[src/rtl/fifo_pkg.sv]
// rtl/fifo_pkg.sv - shared constants, pointer type and Gray helper for the depth-8 async FIFO
package fifo_pkg;

    localparam int FIFO_ADDR_WIDTH = 3;
    localparam int FIFO_PTR_WIDTH  = FIFO_ADDR_WIDTH + 1;

    typedef logic [FIFO_PTR_WIDTH-1:0] ptr_t;

    function automatic ptr_t bin2gray(input ptr_t bin);
        return bin ^ (bin >> 1);
    endfunction

endpackage

[src/rtl/fifo_gray2bin.sv]
// rtl/fifo_gray2bin.sv - combinational XOR-prefix Gray-to-binary converter
module fifo_gray2bin #(
    parameter int WIDTH = 4
) (
    input  logic [WIDTH-1:0] gray,
    output logic [WIDTH-1:0] bin
);

    // Each binary bit is the XOR of all Gray bits at or above its position.
    always_comb begin
        bin = '0;
        for (int i = 0; i < WIDTH; i++) begin
            bin[i] = ^(gray >> i);
        end
    end

endmodule

[src/rtl/fifo_rptr_empty.sv]
// rtl/fifo_rptr_empty.sv - read-side pointer, empty flag and underflow for the async FIFO
// Optional level / almost-empty outputs are built when FIFO_RD_LEVEL_EN is defined.
module fifo_rptr_empty
    import fifo_pkg::*;
#(
    parameter int ADDR_WIDTH = FIFO_ADDR_WIDTH
`ifdef FIFO_RD_LEVEL_EN
    ,
    parameter int AE_THRESH  = 2
`endif
) (
    input  logic                  r_clk,
    input  logic                  r_rst,
    input  logic                  r_inc,
    input  logic [ADDR_WIDTH:0]   r_wptr_sync,
    input  logic                  r_clr_err,
    output logic [ADDR_WIDTH-1:0] r_addr,
    output logic [ADDR_WIDTH:0]   r_ptr,
    output logic                  r_empty,
    output logic                  r_underflow
`ifdef FIFO_RD_LEVEL_EN
    ,
    output logic [ADDR_WIDTH:0]   r_level,
    output logic                  r_almost_empty
`endif
);

    localparam int PW = ADDR_WIDTH + 1;

    logic [PW-1:0] bin_q, bin_d;
    logic [PW-1:0] ptr_q, ptr_d;
    logic          empty_q, empty_d;
    logic          underflow_q, underflow_d;
    logic          rd_fire;

    always_comb begin
        rd_fire     = r_inc & ~empty_q;
        bin_d       = bin_q + {{ADDR_WIDTH{1'b0}}, rd_fire};
        ptr_d       = bin_d ^ (bin_d >> 1);
        // Compare the next pointer so the flag is registered without an extra cycle.
        empty_d     = (ptr_d == r_wptr_sync);
        underflow_d = underflow_q;
        if (r_clr_err) begin
            underflow_d = 1'b0;
        end
        if (r_inc & empty_q) begin
            underflow_d = 1'b1;
        end
    end

    always_ff @(posedge r_clk) begin
        if (r_rst) begin
            bin_q       <= '0;
            ptr_q       <= '0;
            empty_q     <= 1'b1;
            underflow_q <= 1'b0;
        end else begin
            bin_q       <= bin_d;
            ptr_q       <= ptr_d;
            empty_q     <= empty_d;
            underflow_q <= underflow_d;
        end
    end

    assign r_addr      = bin_q[ADDR_WIDTH-1:0];
    assign r_ptr       = ptr_q;
    assign r_empty     = empty_q;
    assign r_underflow = underflow_q;

`ifdef FIFO_RD_LEVEL_EN
    localparam logic [PW-1:0] AE_LIMIT = PW'(AE_THRESH);

    logic [PW-1:0] wbin;
    logic [PW-1:0] level_q, level_d;
    logic          almost_empty_q, almost_empty_d;

    fifo_gray2bin #(
        .WIDTH (PW)
    ) u_wptr_g2b (
        .gray (r_wptr_sync),
        .bin  (wbin)
    );

    // The synchronized write pointer lags, so this can only under-report.
    always_comb begin
        level_d        = wbin - bin_d;
        almost_empty_d = (level_d <= AE_LIMIT);
    end

    always_ff @(posedge r_clk) begin
        if (r_rst) begin
            level_q        <= '0;
            almost_empty_q <= 1'b1;
        end else begin
            level_q        <= level_d;
            almost_empty_q <= almost_empty_d;
        end
    end

    assign r_level        = level_q;
    assign r_almost_empty = almost_empty_q;
`endif

endmodule
[config.mk]
export PLATFORM = sky130hd
export DESIGN_NAME = fifo_rptr_empty
export DESIGN_NICKNAME = d
export VERILOG_FILES = /design/src/rtl/fifo_pkg.sv /design/src/rtl/fifo_gray2bin.sv /design/src/rtl/fifo_rptr_empty.sv
export SDC_FILE = /design/constraint.sdc
export NUM_CORES = 1
export LEC_CHECK = 0
export CORE_AREA = 10 10 47 49
export CTS_BUF_LIST = sky130_fd_sc_hd__clkbuf_2 sky130_fd_sc_hd__clkbuf_4 sky130_fd_sc_hd__clkbuf_8
export CTS_CLUSTER_DIAMETER = 200
export DETAILED_ROUTE_END_ITERATION = 10
export DIE_AREA = 0 0 57 59
export SYNTH_ARGS = -nofsm -noshare
export SYNTH_HDL_FRONTEND = slang
export SYNTH_SLANG_ARGS = --single-unit
[constraint.sdc]
create_clock -name r_clk -period 3.5 [get_ports r_clk]
set_input_delay 0.7 -clock r_clk [delete_from_list [all_inputs] [get_ports r_clk]]
set_output_delay 0.7 -clock r_clk [all_outputs]
set_load 0.1 [all_outputs]
## After elaboration in Yosys (flattened, before gate mapping)

Index checks and enable logic that the tools add are counted.

| storage, ports and cells | value |
|---|---|
| bits in registers | 10 |
| input bits | 8 |
| output and inout bits | 9 |

| operators by class | value |
|---|---|
| add/sub/neg operators | 1 |
| eq/ne operators | 1 |
| multiplexer cells | 2 |
| bitwise operators | 4 |
| reductions and logical operators | 1 |

Operators with widths:

| operator | number |
|---|---|
| adder 4 x 1 -> 4 bit | 1 |
| equality test 4 bit | 1 |
| bitwise XOR 4 x 3 -> 4 bit | 1 |
| AND 1 bit | 2 |
| two-way mux 1 bit | 2 |
| nonzero test 2 bit | 1 |
| inverter 1 bit | 1 |

## Logic depth before layout (Yosys ltp)

| depth | value |
|---|---|
| word-level depth | 5 |
| depth in mapped cells | 7 |

## Worst setup path after synthesis

OpenSTA, ideal clock, no wires.

| path | value |
|---|---|
| path kind | reg2reg |
| start point | reg empty_q, in the netlist r_empty |
| end point | reg empty_q, in the netlist r_empty |
| setup time | 58 ps |
| arrival | 2242 ps |
| path slack | 1200 ps |
| stages on the path, launching flop included | 8 |
| period minus slack after synthesis | 2300 ps |
| path through | dfxtp_1 nor2b_1 ha_1 ha_1 xor2_2 xnor2_1 mux2i_1 a21o_1 |

| on the way | value |
|---|---|
| cells in the longest elaborated chain, start to end | 5 |

Ends and longest elaborated chain:

| item | line | text |
|---|---|---|
| from (decl) | fifo_rptr_empty.sv:32 | `logic empty_q, empty_d;` |
| from (signal assigned) | fifo_rptr_empty.sv:60 | `empty_q <= empty_d;` |
| inverter 1 bit | fifo_rptr_empty.sv:37 | `rd_fire = r_inc & ~empty_q;` |
| AND 1 bit | fifo_rptr_empty.sv:37 |  |
| adder 4 x 1 -> 4 bit | fifo_rptr_empty.sv:38 | `bin_d = bin_q + {{ADDR_WIDTH{1'b0}}, rd_fire};` |
| bitwise XOR 4 x 3 -> 4 bit | fifo_rptr_empty.sv:39 | `ptr_d = bin_d ^ (bin_d >> 1);` |
| equality test 4 bit | fifo_rptr_empty.sv:41 | `empty_d = (ptr_d == r_wptr_sync);` |

Every way passes these cells.
A chain may end at the register's enable or synchronous reset.

==> flow_summary.json <==
{
  "fin_crit_sh_pct": 70.97,
  "h-tree-depth": 1,
  "routedWlPerCell_um": 10.95,
  "syn-num-nets": 51,
  "netlist_instances": 41,
  "grt_use_total_pct": 6.245,
  "finClkSkew_ps": 2.523,
  "fin_tns_setup_ps": 0,
  "cts_root_buffer": "clkbuf_4",
  "seq_power_share_pct": 40.4,
  "pin_count": 17,
  "synth_area_um2": 424.2,
  "ctsHoldBuffers": 0,
  "die_w_um": 57,
  "fmax_ghz": 0.4026,
  "clock_power_share_pct": 30.8,
  "final_cell_mix": "15 x clkdlybuf4s50_1, 9 x dfxtp_1, 5 x nor2b_1, 5 x xnor2_1, 4 x clkbuf_4",
  "hpwlAfterDp_um": 698.5,
  "slowest_stage": "clkdlybuf4s50_1",
  "crit_path_end_kind": "output port",
  "clk_latency_ps": 260,
  "synthToLayoutAreaGrowth_pct": 48.08,
  "worst_slew_pin_slew_ps": 971.0,
  "die_h_um": 59,
  "n_fill_cell": 151,
  "antenna_found_initial": 0,
  "grt-ovfl-total": 0,
  "antenna_cells": 0,
  "vias": 324,
  "crit_chain": "clkdlybuf4s50_1",
  "max_stage_delay_ps": 1160,
  "ff2ff_setup_slack_ps": 1760,
  "cts_tree": "done",
  "grt_pass1_wl_mm": 1.538,
  "ant_nets": 0,
  "port_buffers": 16,
  "ir_drop_mv": 0.2316,
  "cts_resized": 0,
  "post-route-drc-count": 0,
  "core-area_um2": 1401,
  "critPathKind": "register to output port",
  "rsz0062_at_grt": "false",
  "total_power_uw": 272.6,
  "rows": 14,
  "power.leakage_uw": 0.0002554,
  "clkSinkCount": 9,
  "maxSlewViolCount": 0,
  "setup-violations-final": 0,
  "cp_top_family": "buffers and inverters",
  "pwr-share-comb_pct": 28.8,
  "powerDensity_nw_per_um2": 434.0,
  "initial_utilization_pct": 30.27,
  "drive_gt1_share_pct": 13.33,
  "yosysSeqAreaShare_pct": 42.48,
  "hold_viol": 0,
  "final_common_cell": "clkdlybuf4s50_1",
  "vias_per_cell": 4.263,
  "grt_start_max_net_pins": 10,
  "regArea_um2": 180.2,
  "cts-buffers-inserted": 3,
  "die-area_um2": 3363,
  "grt_pass1_vias": 345,
  "synth_seq_cells": 9,
  "post_synth.cell_area_avg_um2": 10.35,
  "stdcell_area_um2": 628.1,
  "drv_cap": 0,
  "drtIter0Drc": 5,
  "cts.path.max_buffers": 2,
  "cell_internal_pwr_uw": 185.9,
  "drtPass1Iterations": 2,
  "required_ps": 2800,
  "cp_max_fo": 4,
  "synthDistinctLibCells": 18,
  "synth_warnings": 0,
  "switching_share_pct": 31.79,
  "final_nets": 71,
  "relSlewSlack_pct": 35.06,
  "outcome": "complete, no violations",
  "cts_setup_buffers": 0,
  "start_kind": "register",
  "critical_path_arrival_ps": 1780,
  "multi_input_area_um2": 240.2,
  "crit_buf_inv": 1,
  "p_sw_uw": 86.66,
  "drt-total-wl_um": 832,
  "place.gp.congestion": 0.6920,
  "min_period_ps": 2484,
  "clk_pin_slew_ps": 50,
  "dpl_cell_area_um2": 598.1,
  "min_path_type": "register to register"
}
-- kinds of logic (layout without fill, tap and decap cells) --
kind of cell / Yosys count / after routing / synth area share (%)
and+or+nand+nor: 16 / 16 / 19.76
DFF: 9 / 9 / 42.48
xor gates and xnor gates: 8 / 8 / 21.53
AOI/OAI and AO/OA: 3 / 3 / 4.425
adders and majority gates: 2 / 2 / 5.899
muxes: 2 / 2 / 5.015
buffers and inverters: 1 / 20 / 0.8841
-- power by group through the flow --
| stage | Clock, µW | Combinational [µW] | Sequential, µW |
|---|---|---|---|
| after floorplan | 0 | 19.8 | 150 |
| after global placement | 0 | 78.8 | 112 |
| after detailed placement | 0 | 79.2 | 112 |
| after CTS | 89.4 | 79.4 | 110 |
| after global routing | 101 | 83.1 | 111 |
| final | 83.9 | 78.5 | 110 |
-- layout make-up --
type	count	share of cell area, %
multi-input combinational	31	38.25
sequential	9	28.69
tap	16	3.187
clock buffer	4	4.781
timing repair buffer	16	25.10
-- cell usage after synthesis (all sizes together) --
| cell type | n | share of area, % |
|---|---|---|
| nor2b | 5 | 7.4 |
| nand2 | 3 | 2.7 |
| dfxtp | 9 | 42 |
| nand2b | 3 | 4.4 |
| mux2 | 1 | 2.7 |
| ha | 2 | 5.9 |
| xnor2 | 5 | 10 |
| or2 | 1 | 1.5 |
| xnor3 | 1 | 5.3 |
| nor2 | 3 | 2.7 |
| mux2i | 1 | 2.4 |
| clkbuf | 1 | 0.88 |
| o22ai | 1 | 1.5 |
| a21o | 1 | 1.8 |
| nand3 | 1 | 1.2 |
| a21oi | 1 | 1.2 |
| xor2 | 2 | 5.9 |
-- flip-flops by register name (all words and copies together) (netlist names) --
signal,count
r_underflow,1
r_ptr,3
bin_q,4
r_empty,1
-- final timing paths --
path                                                from                  endpoint  cells after the start
worst max-delay path                 bin_q[3]$_SDFF_PP0_                  r_ptr[3]                      1
worst min-delay path            r_underflow$_SDFFE_PP0P_  r_underflow$_SDFFE_PP0P_                      2
worst max register to register        r_empty$_SDFF_PP1_        r_empty$_SDFF_PP1_                      7
worst min register to register  r_underflow$_SDFFE_PP0P_  r_underflow$_SDFFE_PP0P_                      2
-- stage by stage --
step	hold WS, ps	instances	util [%]	worst slack [ps]
2_1_floorplan	849.0	41	-	1200
3_3_place_gp	456.7	72	42.68	875.6
3_5_place_dp	468.7	72	42.68	849.7
4_1_cts	477.1	76	44.82	987.2
5_1_grt	494.1	76	44.82	925.1
6_report	468.3	76	44.82	1016
-- per-layer routing --
| metal | routed length, µm | share of wire (%) | global-route usage [%] |
|---|---|---|---|
| met2 | 385 | 46 | 8.837 |
| met4 | 14 | 1.7 | 4.027 |
| met5 | 0 | 0 | 0 |
| met3 | 145 | 17 | 6.867 |
| met1 | 287 | 34 | 5.156 |
Power figures use the tool's default switching activity.
